==> config.mk <==
export PLATFORM = sky130hd
export DESIGN_NAME = sol32_memory_arbiter
export DESIGN_NICKNAME = d
export VERILOG_FILES = /design/src/rtl/sol32_memory_arbiter.sv
export SDC_FILE = /design/constraint.sdc
export NUM_CORES = 1
export LEC_CHECK = 0
export CAP_MARGIN = 30
export CORE_UTILIZATION = 44
export CTS_CLUSTER_DIAMETER = 200
export DETAILED_ROUTE_END_ITERATION = 10
export GPL_ROUTABILITY_DRIVEN = 1
export GPL_TIMING_DRIVEN = 0
export MAX_ROUTING_LAYER = met4
export PLACE_DENSITY = 0.85
export SETUP_SLACK_MARGIN = 0.02
export SYNTH_ARGS = -nofsm -noshare
export SYNTH_HDL_FRONTEND = slang
export SYNTH_SLANG_ARGS = --single-unit
==> constraint.sdc <==
create_clock -name Clock -period 3.55 [get_ports Clock]
set_clock_uncertainty 0.05 [all_clocks]
set_input_delay 0.71 -clock Clock [delete_from_list [all_inputs] [get_ports Clock]]
set_output_delay 0.71 -clock Clock [all_outputs]
set_load 0.05 [all_outputs]
==> src/rtl/sol32_memory_arbiter.sv <==
`default_nettype none
// ============================================================================
// Module      : sol32_memory_arbiter
// Description : Shares one external memory bus between the sol32 instruction
//               fetch port and the load/store data port. Latches the granted
//               request, runs one registered bus transaction, returns data
//               and a completion pulse, and alternates grants on contention.
//               A watchdog aborts accesses that are never acknowledged.
// Revision    : 1.0 - initial release
// ============================================================================
module sol32_memory_arbiter #(
    parameter int TIMEOUT_CYCLES = 256
) (
    input  logic        Clock,
    input  logic        Reset,
    input  logic        FetchRequest,
    input  logic [31:0] FetchAddress,
    output logic [31:0] FetchData,
    output logic        FetchReady,
    input  logic        DataReadEnable,
    input  logic        DataWriteEnable,
    input  logic [1:0]  DataWidth,
    input  logic [31:0] DataAddress,
    input  logic [31:0] DataOut,
    output logic [31:0] DataIn,
    output logic        ReadComplete,
    output logic        WriteComplete,
    output logic        BusRequest,
    output logic        BusWrite,
    output logic [1:0]  BusWidth,
    output logic [31:0] BusAddress,
    output logic [31:0] BusWriteData,
    input  logic [31:0] BusReadData,
    input  logic        BusAck,
    output logic        Fault
);

    // A zero timeout disables the watchdog; keep the counter at least one bit.
    localparam int              c_CNT_W   = (TIMEOUT_CYCLES > 0) ? $clog2(TIMEOUT_CYCLES + 1) : 1;
    localparam bit              c_WDOG_EN = (TIMEOUT_CYCLES > 0);
    // Abort fires on the unacknowledged cycle that would bring the count to TIMEOUT_CYCLES.
    localparam logic [c_CNT_W-1:0] c_LIMIT = c_CNT_W'((TIMEOUT_CYCLES > 0) ? TIMEOUT_CYCLES - 1 : 0);

    localparam logic [1:0] c_ST_IDLE  = 2'd0;
    localparam logic [1:0] c_ST_FETCH = 2'd1;
    localparam logic [1:0] c_ST_DATA  = 2'd2;
    localparam logic [1:0] c_ST_DONE  = 2'd3;

    localparam logic [1:0] c_WIDTH_WORD = 2'b10;

    logic [1:0]         r_state;
    logic [1:0]         w_stateNext;
    logic               r_lastGrantData;   // 0 = fetch was granted last, 1 = data
    logic [c_CNT_W-1:0] r_count;

    logic w_dataPend;
    logic w_grantData;
    logic w_grantFetch;
    logic w_timeout;

    // Grant decision, watchdog expiry and next-state selection.
    always_comb begin
        w_stateNext  = r_state;
        w_dataPend   = DataReadEnable | DataWriteEnable;
        // On a tie the port that did not win last time gets the bus.
        w_grantData  = w_dataPend && (!FetchRequest || !r_lastGrantData);
        w_grantFetch = FetchRequest && !w_grantData;
        // A same-cycle acknowledge takes precedence over the abort.
        w_timeout    = c_WDOG_EN && (r_count == c_LIMIT) && !BusAck;
        case (r_state)
            c_ST_IDLE: begin
                if (w_grantData) begin
                    w_stateNext = c_ST_DATA;
                end else if (w_grantFetch) begin
                    w_stateNext = c_ST_FETCH;
                end
            end
            c_ST_FETCH, c_ST_DATA: begin
                if (BusAck || w_timeout) begin
                    w_stateNext = c_ST_DONE;
                end
            end
            default: w_stateNext = c_ST_IDLE;
        endcase
    end

    // State register.
    always_ff @(posedge Clock) begin
        if (Reset) begin
            r_state <= c_ST_IDLE;
        end else begin
            r_state <= w_stateNext;
        end
    end

    // Registered bus fields, returned data, completion pulses and watchdog count.
    always_ff @(posedge Clock) begin
        if (Reset) begin
            BusRequest      <= 1'b0;
            BusWrite        <= 1'b0;
            BusWidth        <= 2'b00;
            BusAddress      <= 32'h0;
            BusWriteData    <= 32'h0;
            FetchData       <= 32'h0;
            DataIn          <= 32'h0;
            FetchReady      <= 1'b0;
            ReadComplete    <= 1'b0;
            WriteComplete   <= 1'b0;
            Fault           <= 1'b0;
            r_lastGrantData <= 1'b0;
            r_count         <= '0;
        end else begin
            FetchReady    <= 1'b0;
            ReadComplete  <= 1'b0;
            WriteComplete <= 1'b0;
            Fault         <= 1'b0;
            case (r_state)
                c_ST_IDLE: begin
                    if (w_grantData) begin
                        // Read and write together is a store; the read is dropped.
                        BusRequest      <= 1'b1;
                        BusWrite        <= DataWriteEnable;
                        BusWidth        <= DataWidth;
                        BusAddress      <= DataAddress;
                        BusWriteData    <= DataWriteEnable ? DataOut : 32'h0;
                        r_lastGrantData <= 1'b1;
                        r_count         <= '0;
                    end else if (w_grantFetch) begin
                        BusRequest      <= 1'b1;
                        BusWrite        <= 1'b0;
                        BusWidth        <= c_WIDTH_WORD;
                        BusAddress      <= FetchAddress;
                        BusWriteData    <= 32'h0;
                        r_lastGrantData <= 1'b0;
                        r_count         <= '0;
                    end
                end
                c_ST_FETCH, c_ST_DATA: begin
                    if (BusAck || w_timeout) begin
                        BusRequest <= 1'b0;
                        Fault      <= !BusAck;
                        if (r_state == c_ST_FETCH) begin
                            FetchReady <= 1'b1;
                            FetchData  <= BusAck ? BusReadData : 32'h0;
                        end else if (BusWrite) begin
                            WriteComplete <= 1'b1;
                        end else begin
                            ReadComplete <= 1'b1;
                            DataIn       <= BusAck ? BusReadData : 32'h0;
                        end
                    end else if (c_WDOG_EN) begin
                        r_count <= r_count + c_CNT_W'(1);
                    end
                end
                default: begin
                end
            endcase
        end
    end

endmodule
`default_nettype wire

Word level (Yosys, flattened, before mapping):

Cells that the tools add are included.

* flip-flop bits (word level): 148
* input bits: 136
* output and inout bits: 136
* logic and storage cells: 73

* add/subtract/negate cells: 1
* eq/ne operators: 6
* multiplexer cells: 26
* bitwise logic cells: 5
* reductions and logical operators: 21

Operators with widths (count)
* $mux W32: 6
* $mux W9: 3
* $pmux W9 S2: 1
* $mux W2: 5
* $add A9 B1 Y9 const B: 1
* $eq A9 B8 Y1 const B: 1
* $mux W1: 9
* $reduce_and A3 Y1: 3
* $logic_not A1 Y1: 4
* $ne A2 B2 Y1 const B: 2
* $not A1 Y1: 4
* $pmux W2 S2: 1
* $reduce_and A2 Y1: 2
* $reduce_and A4 Y1: 1
* $reduce_bool A2 Y1: 2
* $reduce_or A4 Y1: 1
* $logic_and A1 B1 Y1: 3
* $ne A3 B3 Y1 const B: 1
* $reduce_or A3 Y1: 1
* $eq A2 B1 Y1 const B: 1
* $eq A2 B2 Y1 const B: 1
* $logic_not A2 Y1: 1
* $logic_or A1 B1 Y1: 2
* $pmux W1 S2: 1
* other kinds (2): 2

Longest topological paths before layout:

* depth in word-level cells: 8
* depth in mapped cells: 10

Worst setup path after synthesis:

Ideal clock, no wire load.

* path type: flip-flop to flip-flop
* start: register r_count[0]
* end: register r_count[7]
* setup time: 118 ps
* arrival time: 2022 ps
* data required time: 3382 ps
* slack: 1360 ps
* stages on the path, launching flop included: 10
* path buffers: 1
* period minus slack after synthesis: 2190 ps
* path through: dfxtp_1 > ha_1 > nand3_1 > nor3_1 > ha_1 > or3b_1 > buf_2 > a2111oi_2 > xnor2_1 > nor2_1

* word-level cells in the longest chain between the ends: 5
* elaborated cells between the ends (all ways): 8
* classes of those cells: add/sub (1); eq/ne (2); mux (2); reduce/logical (3)

Ends and longest elaborated chain
* from (decl): line 54 `logic [c_CNT_W-1:0] r_count;`
* from (signal assigned): line 152 `r_count <= r_count + c_CNT_W'(1);`
* parallel branches: the longest is 5 deep, another holds $add A9 B1 Y9

Several ways; the timed one is not identified. The select of a mux whose other input is x is not followed.
A chain may end at the register's enable or synchronous reset.

Worst setup path after layout:

* start: register r_count[0]
* end: register DataIn[1]

* word-level cells in the longest chain between the ends: 4

Ends and longest elaborated chain
* $eq A9 B8 Y1: line 69 `w_timeout = c_WDOG_EN && (r_count == c_LIMIT) && !BusAck;`
* $logic_and A1 B1 Y1: line 69
* $logic_or A1 B1 Y1: line 139 `if (BusAck || w_timeout) begin`
* $reduce_and A4 Y1 (no line)
* to (signal assigned): line 149 `DataIn <= BusAck ? BusReadData : 32'h0;`
* to (decl): line 25 `output logic [31:0] DataIn,`

No other way between the ends.

==> impl_metrics.json <==
{
  "layout.nets": 1076,
  "via_per_inst": 5.26,
  "syn_area_mm2": 0.00573,
  "antenna_found_initial": 0,
  "yosysTopAreaCell": "dfxtp_1",
  "drcViolationCount": 0,
  "fin_cells": 1118,
  "pwr_density_cell_mw_per_mm2": 731,
  "intPower_w": 0.00401,
  "dieArea_mm2": 0.0135,
  "rsz0062_at_grt": "no",
  "p_sw_w": 0.00274,
  "status": "completed",
  "yosysMostFrequentCell": "dfxtp_1",
  "whs_path_depth": 2,
  "yosysTopAreaCellShare": 0.517,
  "tightest_slew_ps": 717,
  "r2r_slack_ps": 590,
  "slowest_delay_ps": 590,
  "start_util": 0.452,
  "grt_max_degree": 17,
  "worstPathArrival_ps": 3240,
  "slew_headroom": 0.519,
  "clk_latency_ps": 410,
  "synth_area_leaders": "dfxtp_1 52%, a21oi_1 6.1%, nand3_1 6.0%",
  "place.gp.congestion": 0.817,
  "synth_edf_count": 0,
  "port-buffer-count": 270,
  "path_buf_inv": 1,
  "vdd_drop_max_mv": 0.515,
  "cpLargestDelayFamily": "simple AND/OR/NAND/NOR gates",
  "slew_viol_final": 0,
  "r2r_cells": 9,
  "path_max_fanout": 10,
  "rows": 41,
  "crit_required_ps": 3830,
  "ant_nets": 0,
  "post_drt_wl_per_cell_um": 16.9,
  "core_mm2": 0.0127,
  "worstReg2RegStart": "r_count[0]",
  "setup_tns_ps": 0,
  "hold_viol": 0,
  "diodes": 0,
  "ys_ff_latch": 148,
  "min_period_over_period": 0.833,
  "clkSinkCount": 148,
  "clk_pin_slew_ps": 60,
  "avgSynthCellArea_um2": 8.88,
  "grt_pass1_vias": 5746,
  "grt_pass1_wl_um": 29100,
  "p_seq_frac": 0.314,
  "startpoint": "r_count[0]",
  "hold_class": "reg -> reg",
  "crit_slowest_cell": "nor3_1",
  "grt_overflow": 0,
  "crit_type": "reg -> reg",
  "async_reset_ff_frac": 0,
  "tritoncts": "built",
  "area_delta_synth_final_pct": 61.2,
  "fp.dieH_um": 116,
  "syn_inst": 645,
  "cts_resized": 0,
  "dr.pass1.iters": 5,
  "ys_types": 41,
  "path_depth": 9,
  "dp_hpwl_um": 14000,
  "crit_chain": "ha_1 -> nand3_1 -> nor3_1 -> ha_1 -> o21ai_0 -> nor3_1 -> clkbuf_1 -> nand3_1 -> a21oi_1",
  "whs_ps": 405,
  "post_cts_buffers": 0,
  "routed-via-count": 5877,
  "min_from": "FetchData[11]",
  "fmax_mhz": 338,
  "layout-drive-gt1-share": 0.0539,
  "p_comb_frac": 0.422,
  "cts_root_buf": "clkbuf_16",
  "maxCapViolCount": 0,
  "synth_nets": 787,
  "min_period_ps": 2960,
  "h-tree-depth": 4,
  "start_kind": "flop",
  "hold_buffers": 0,
  "whs_endpoint": "FetchData[11]",
  "seqCellArea_mm2": 0.00296,
  "synth_common_cells": "148 x dfxtp_1, 75 x nor2_1, 71 x nand2_1, 70 x a21oi_1, 69 x nand3_1",
  "pin_count": 272,
  "wl_um": 18900,
  "worst_r2r_endpoint": "DataIn[1]",
  "dieWidth_um": 116,
  "dr.first_iter.drc_count": 402,
  "multi_input_area_mm2": 0.00250,
  "num-fill-cells": 961,
  "grt_use_total": 0.293,
  "power.share.switching": 0.406,
  "seq_area_frac_synth": 0.517,
  "synthFlopType": "dfxtp_1",
  "setup_viol": 0,
  "clk_path_buf_depth": 2,
  "dp.cells": 1087,
  "leakagePower_nw": 3.38,
  "clkPwrFrac": 0.264,
  "cts_buffers": 17,
  "cp-end-kind": "flop",
  "ys_warn_count": 0
}
==> cells in the final DEF (no fill, tap or decap), types with 2 or more instances in the layout <==
cell | netlist | final
ha_1 | 6 | 6
buf_1 | 7 | 7
clkinv_2 | 0 | 4
clkbuf_8 | 0 | 4
clkbuf_16 | 0 | 17
o21ai_0 | 3 | 3
buf_4 | 3 | 3
nand2b_1 | 5 | 5
nand3_1 | 69 | 69
buf_2 | 12 | 12
clkinvlp_4 | 0 | 3
mux2i_1 | 32 | 32
bufinv_16 | 0 | 2
inv_1 | 5 | 5
a2111oi_2 | 3 | 3
a21oi_1 | 70 | 70
nand2_1 | 71 | 71
nor3_1 | 5 | 5
clkbuf_1 | 37 | 38
dfxtp_1 | 148 | 148
a211oi_1 | 33 | 33
a311oi_1 | 2 | 2
xnor2_1 | 4 | 4
nor4bb_1 | 2 | 2
clkdlybuf4s50_1 | 0 | 270
nor2_1 | 75 | 75
a22oi_1 | 32 | 32
and3_1 | 2 | 2
==> per-layer routing <==
metal / GRT usage / routed length [um]
met1: 0.343 / 7720
met2: 0.473 / 9160
met3: 0.0690 / 1380
met4: 0.138 / 590
met5: - / 0
==> power groups by stage <==
stage	registers [W]	logic, W	clock network (W)
2_1_floorplan	0.00306	0.000917	0
3_3_place_gp	0.00214	0.00281	0
3_5_place_dp	0.00215	0.00283	0
4_1_cts	0.00212	0.00284	0.00179
5_1_grt	0.00215	0.00302	0.00187
6_report	0.00212	0.00285	0.00178
==> tightest hold or removal path: cells and delay by family, from the launching register on <==
kind	cells	cell delay, ps
compound gates	1	50
flops	1	310
simple gates	1	50
==> kinds of logic after synthesis <==
kind of cell | after synthesis | share of synthesized area
muxes | 32 | 0.0559
buffers and inverters | 64 | 0.0465
AOI/OAI and AO/OA | 152 | 0.173
adders and majority gates | 6 | 0.0131
and+or+nand+nor | 239 | 0.188
DFF | 148 | 0.517
xor gates and xnor gates | 4 | 0.00612
==> layout make-up <==
cell class	count	area share
plain buffers	59	0.0268
clock buffers	22	0.0525
clock inverters	9	0.0111
inverters	5	0.00203
multi-input cells	433	0.270
flip-flops and latches	148	0.321
well taps	172	0.0233
repair buffers	270	0.293
==> through the flow <==
| stage | worst slack, ps | utilization | power [W] | area, um2 |
|---|---|---|---|---|
| after floorplan | 1360 | - | 0.00398 | 5730 |
| after global placement | 703 | 0.682 | 0.00494 | 8640 |
| after detailed placement | 648 | 0.682 | 0.00497 | 8640 |
| after CTS | 664 | 0.728 | 0.00676 | 9230 |
| after global routing | 382 | 0.728 | 0.00704 | 9230 |
| final | 592 | 0.728 | 0.00675 | 9230 |
==> worst max-delay path by stage <==
stage                     slack [ps]         end
after global routing             380   DataIn[3]
after floorplan                 1360  r_count[7]
after CTS                        660   DataIn[1]
after global placement           700   DataIn[9]
after detailed placement         650  DataIn[25]
final                            590   DataIn[1]
==> state kept, by name, indices dropped and copies added, names as in the netlist, 2 cells and up <==
register / flops
r_state: 2
BusWidth: 2
DataIn: 32
BusAddress: 32
BusWriteData: 32
r_count: 9
FetchData: 32
No activity file was read; power rests on OpenSTA's default activity.
==> patch 1: new RTL, same settings <==
Put one more register stage on the output `Fault`, without a reset. The value now appears one clock later. The other outputs are not delayed to match.
--- a/src/rtl/sol32_memory_arbiter.sv
+++ b/src/rtl/sol32_memory_arbiter.sv
@@ -47,6 +47,8 @@
     localparam logic [1:0] c_ST_DONE  = 2'd3;
 
     localparam logic [1:0] c_WIDTH_WORD = 2'b10;
+
+    logic Fault_s0;
 
     logic [1:0]         r_state;
     logic [1:0]         w_stateNext;
@@ -106,14 +108,14 @@
             FetchReady      <= 1'b0;
             ReadComplete    <= 1'b0;
             WriteComplete   <= 1'b0;
-            Fault           <= 1'b0;
+            Fault_s0        <= 1'b0;
             r_lastGrantData <= 1'b0;
             r_count         <= '0;
         end else begin
             FetchReady    <= 1'b0;
             ReadComplete  <= 1'b0;
             WriteComplete <= 1'b0;
-            Fault         <= 1'b0;
+            Fault_s0      <= 1'b0;
             case (r_state)
                 c_ST_IDLE: begin
                     if (w_grantData) begin
@@ -138,7 +140,7 @@
                 c_ST_FETCH, c_ST_DATA: begin
                     if (BusAck || w_timeout) begin
                         BusRequest <= 1'b0;
-                        Fault      <= !BusAck;
+                        Fault_s0   <= !BusAck;
                         if (r_state == c_ST_FETCH) begin
                             FetchReady <= 1'b1;
                             FetchData  <= BusAck ? BusReadData : 32'h0;
@@ -158,6 +160,10 @@
         end
     end
 
+    always_ff @(posedge Clock) begin
+        Fault <= Fault_s0;
+    end
+
 endmodule
 `default_nettype wire
 
Check against the original RTL: no difference found for any inputs over 4 cycles, from zero or initial values and one cycle with Reset high; that may be too few to reach the edited logic, so the function may still have changed.
==> patch 1 against the original RTL <==
Clock power decreased by 3%; synthesized cell count up 0.16%; die area is 0.35% higher; total power shrank 0.78%; wire length fell by 2.4%; worst setup slack improved by 0.17 ns; design area did not move; sequential cell count is 1 higher; synthesized area rose by 0.35%.
==> patch 1: results (changes against the original RTL) <==
stage	metric	value	unit	change
run_status	outcome	finished, final reports clean		
final_layout	antenna diode count	0		unchanged
route	iteration count of the initial detailed-routing pass	5		unchanged
power	worst vdd ir	0.000462	V	-10%
worst_setup_path	Crit path arrival time	3.08	ns	-0.16 ns
global_routing	via count of the first global-routing pass	5635		-1.9%
timing	tightest hold margin	0.275	ns	-0.130 ns
timing	Worst Setup Slack, final	0.764	ns	+0.172 ns
worst_setup_path	Critical Path End	DataIn[0]		
clocking	clk root buf	sky130_fd_sc_hd__clkbuf_16		
yosys	Seq/Total Area, Yosys	0.519		+0.00168
yosys	Mapped Nets	788		+0.13%
clocking	maximum number of buffers from clock root to sink	2		unchanged
power	leakage power total	3.39	nW	+0.19%
clocking	clock-pin slew of the registers on the worst-case setup and hold paths	0.06	ns	about the same
yosys	Async SR Flop Fraction	0		unchanged
final_layout	layout cells sized above 1	0.0528		-0.00111
worst_setup_path	biggest fanout along the worst timing path	10		unchanged
route	ratio of routed vias to standard cells	5.24		-0.40%
power	power dissipated in sequential cells	2.13	mW	
global_routing	largest net degree at the start of global routing	17		unchanged
route	first-iteration detailed-routing DRC count	491		+22%
min_path	terminating pin of the worst hold path	Fault		
route	routed vias	5859		-0.31%
place	dpl hpwl	13.8	mm	-0.97%
place	placed cell count	1088		+0.092%
yosys	most common library cells after synthesis	149 x sky130_fd_sc_hd__dfxtp_1, 75 x sky130_fd_sc_hd__nor2_1, 71 x sky130_fd_sc_hd__nand2_1		
min_path	Hold/Removal Path Class	flip-flop to flip-flop		
global_routing	first-pass GRT wire length	28.2	mm	-3.2%
yosys	cell count after synthesis	646		+0.16%
timing	transition time at the pin with the least slew margin	0.645	ns	-0.0717 ns
route	per-cell routed wire length	16.4	um	-2.5%
worst_setup_path	number of cells on the worst reg-to-reg path	9		unchanged
global_routing	antenna violations before repair	0		unchanged
min_path	number of cells on the worst hold path	0		-2
worst_setup_path	crit path launch	r_count[0]		
place	placement-stage cell area	8660	sq um	+0.23%
yosys	top flip-flop cell by instance count after synthesis	sky130_fd_sc_hd__dfxtp_1		
power	Gate power share	0.424		+0.002
place	count of port buffers added during placement	270		unchanged
clocking	H-tree depth	4		unchanged
min_path	worst min-delay path startpoint	Fault_s0		
clocking	cells resized by post-CTS repair	0		unchanged
yosys	distinct cell type count after synthesis	41		unchanged
global_routing	Total GRT Usage	0.281		-0.0119
yosys	dominant cells by area after synthesis	sky130_fd_sc_hd__dfxtp_1 52%, sky130_fd_sc_hd__a21oi_1 6.1%, sky130_fd_sc_hd__nand3_1 6.0%		
clocking	post-CTS setup buffer count	0		unchanged
power	power density over cell area	725	nW/um^2	-0.78%
place	worst setup slack after placement	0.719	ns	+0.0710 ns
place	final weighted congestion of routability-driven global placement	0.873		+6.8%
power	Switching Share	0.405		-0.000607
## patch 1: changes by cell type in the layout (fill, tap and decap cells not counted), sizes merged
| cell | before | now |
|---|---|---|
| clkbuf | 59 | 58 |
| clkinv | 4 | 7 |
| clkinvlp | 3 | 1 |
| dfxtp | 148 | 149 |
## patch 1: routing by layer
layer / GRT usage / part of all wire / wire, um / vias up
met4: 0.103 / 0.024 / 435 / 0
met2: 0.467 / 0.48 / 8880 / 250
met5: - / 0 / 0 / -
met1: 0.321 / 0.42 / 7660 / 2721
li1: - / - / - / 2854
met3: 0.0789 / 0.077 / 1420 / 34
## patch 1: cells by family after synthesis
family / after synthesis / share of synthesized area
flops: 149 / 0.519
simple gates: 239 / 0.187
xor+xnor: 4 / 0.00610
buf+inv: 64 / 0.0464
fa+ha+maj: 6 / 0.0131
compound gates: 152 / 0.172
mux: 32 / 0.0557
## patch 1: cell type report
type                            count  area [sq um]
Timing Repair Buffer              270          2700
Buffer                             59           248
Sequential cell                   149          2980
Tap cell                          172           215
Clock buffer                       21           460
Fill cell                         961          3440
Multi-Input combinational cell    433          2500
Clock inverter                     10           106
Inverter                            5          18.8
## patch 1: worst max-delay path, stage by stage, from the launching register on
cell and delay [ns]:
sky130_fd_sc_hd__dfxtp_1 0.39, sky130_fd_sc_hd__ha_1 0.21, sky130_fd_sc_hd__nand3_1 0.19, sky130_fd_sc_hd__nor3_1 0.23, sky130_fd_sc_hd__ha_1 0.22, sky130_fd_sc_hd__o21ai_0 0.14, sky130_fd_sc_hd__nor3_1 0.52, sky130_fd_sc_hd__clkbuf_1 0.44
sky130_fd_sc_hd__nand3_1 0.16, sky130_fd_sc_hd__a21oi_1 0.17
==> patch 2: new RTL, config.mk and constraints unchanged <==
Without the edit above. Change the parameter `TIMEOUT_CYCLES` from 256 to 512.
--- a/src/rtl/sol32_memory_arbiter.sv
+++ b/src/rtl/sol32_memory_arbiter.sv
@@ -9,7 +9,7 @@
 // Revision    : 1.0 - initial release
 // ============================================================================
 module sol32_memory_arbiter #(
-    parameter int TIMEOUT_CYCLES = 256
+    parameter int TIMEOUT_CYCLES = 512
 ) (
     input  logic        Clock,
     input  logic        Reset,
Check against the original RTL: same outputs for any inputs over 4 cycles, from zero or initial values and one cycle with Reset high; that may be too few to reach the edited logic, so the function may still have changed.
==> patch 2 against the original RTL <==
Worst setup slack improved by 0.45 ns; synthesized area rose by 8.5%; sequential share of layout area decreased by 1.4 points; design area grew 5.2%; sequential cell count rose by 1; wire length up 9.9%; highest routed layer unchanged; total power grew 13%.
==> patch 2: results (changes against the original RTL) <==
stage	metric	value	unit	change
flow_run	Max-Cap Viols	0		unchanged
worst_setup_path	biggest fanout along the worst timing path	6		-4
worst_setup_path	slowest stage cell, crit path	sky130_fd_sc_hd__clkdlybuf4s50_1		
place	count of port buffers added during placement	270		unchanged
clocking	cells resized by post-CTS repair	0		unchanged
place	final weighted congestion of routability-driven global placement	0.854		+4.6%
yosys	number of warnings reported in the yosys synthesis log	0		unchanged
worst_setup_path	Critical Path End	BusWrite		
yosys	Async SR Flop Fraction	0		unchanged
worst_setup_path	Crit path arrival time	1.75	ns	-1.49 ns
route	per-cell routed wire length	17.9	um	+6.4%
worst_setup_path	crit path launch	BusWrite		
final_layout	Nets	1102		+2.4%
global_routing	via count of the first global-routing pass	5942		+3.4%
global_routing	first-pass GRT wire length	31.2	mm	+7.2%
clocking	clock insertion delay at the later pin of the skew report	0.42	ns	
worst_setup_path	number of cells on the worst reg-to-reg path	8		-1
route	first-iteration detailed-routing DRC count	382		-5.0%
worst_setup_path	reg-to-reg critical path startpoint	r_state[0]		
route	routed vias	6287		+7.0%
worst_setup_path	stage delay of the slowest cell on the critical path	0.88	ns	+0.29 ns
global_routing	largest net degree at the start of global routing	17		unchanged
run_status	outcome	finished, final reports clean		
clocking	post-CTS setup buffer count	0		unchanged
route	iteration count of the initial detailed-routing pass	6		+1
min_path	Hold/Removal Path Class	flip-flop to flip-flop		
clocking	H-tree depth	4		unchanged
global_routing	antenna violations before repair	0		unchanged
clocking	total clock buffers created by CTS	17		unchanged
timing	Max-slew headroom	0.503		-0.0159
final_layout	layout cells sized above 1	0.109		+0.0549
power	worst vdd ir	0.000404	V	-22%
worst_setup_path	worst setup slack for register-to-register paths	1.13	ns	+0.54 ns
worst_setup_path	Top Family by Delay on Critical Path	buffers and inverters		
power	leakage power total	3.57	nW	+5.5%
yosys	dominant cells by area after synthesis	sky130_fd_sc_hd__dfxtp_1 48%, sky130_fd_sc_hd__a211oi_2 6.4%, sky130_fd_sc_hd__a21oi_1 6.0%		
worst_setup_path	worst r2r dst	DataIn[28]		
yosys	most common library cells after synthesis	149 x sky130_fd_sc_hd__dfxtp_1, 76 x sky130_fd_sc_hd__nor2_1, 74 x sky130_fd_sc_hd__a21oi_1		
place	dpl hpwl	15.4	mm	+11%
yosys	Mapped Nets	813		+3.3%
clocking	clock-pin slew of the registers on the worst-case setup and hold paths	0.06	ns	about the same
yosys	distinct cell type count after synthesis	53		+29%
global_routing	Total GRT Usage	0.287		-0.00586
final_layout	antenna diode count	0		unchanged
yosys	Seq/Total Area, Yosys	0.480		-0.0372
final_layout	fillcell total	1058		+10%
clocking	clk root buf	sky130_fd_sc_hd__clkbuf_16		
clocking	maximum number of buffers from clock root to sink	2		unchanged
patch 2: cell types whose count changed after synthesis, sizes merged, moves of 4 or more:
cell	delta
a31oi	+5
o21ai	+38
xnor2	-4
nand2	-26
clkbuf	-6
buf	+8
patch 2: worst min path at each step:
| stage | start | end | slack [ns] | depth (start not counted) |
|---|---|---|---|---|
| after detailed placement | FetchData[8] | FetchData[8] | 0.40 | 2 |
| after CTS | FetchData[14] | FetchData[14] | 0.40 | 2 |
| after global routing | FetchData[8] | FetchData[8] | 0.42 | 2 |
| after floorplan | r_lastGrantData | r_lastGrantData | 0.39 | 2 |
| after global placement | FetchData[14] | FetchData[14] | 0.39 | 2 |
| final | FetchData[11] | FetchData[11] | 0.40 | 2 |
patch 2: routing by layer:
metal  routed length [um]  part of all wire  track usage  vias up
met5                    0                 0            -        -
li1                     -                 -            -     3002
met4                  359             0.017       0.0895        0
met2                10200              0.49        0.492      306
met1                 8070              0.39        0.324     2956
met3                 2030             0.098       0.0783       23
patch 2: stage by stage:
step	std cells	area, sq um	hold WS [ns]	worst slack, ns
final	1154	9710	0.404	1.04
after floorplan	672	6210	0.387	1.49
after global routing	1154	9710	0.422	0.897
after global placement	1122	9140	0.391	0.882
after CTS	1154	9710	0.404	1.04
after detailed placement	1122	9140	0.398	0.843
patch 2: logic make-up after synthesis:
logic type | Yosys count | share of synthesized area
AND/OR/NAND/NOR | 218 | 0.169
AO/OA/AOI/OAI | 203 | 0.232
flip-flops | 149 | 0.480
buffers and inverters | 65 | 0.0572
multiplexers | 32 | 0.0516
adder cells (fa/ha/maj) | 5 | 0.0101
patch 2: layout make-up:
class | instances | area (sq um) | share of cell area
clock buffers | 23 | 478 | 0.0492
repair buffers | 270 | 2700 | 0.278
well taps | 180 | 225 | 0.0232
inverters | 4 | 15.0 | 0.00155
clock inverters | 9 | 95.1 | 0.00979
multi-input cells | 458 | 2870 | 0.296
flip-flops and latches | 149 | 2980 | 0.307
plain buffers | 61 | 340 | 0.0350
patch 2: power by group:
group	internal [mW]	leakage (nW)	switching, mW
sequential	2.03	1.22	0.191
clock	1.03	0.278	0.714
combinational	1.24	2.07	2.42
total	4.30	3.57	3.33
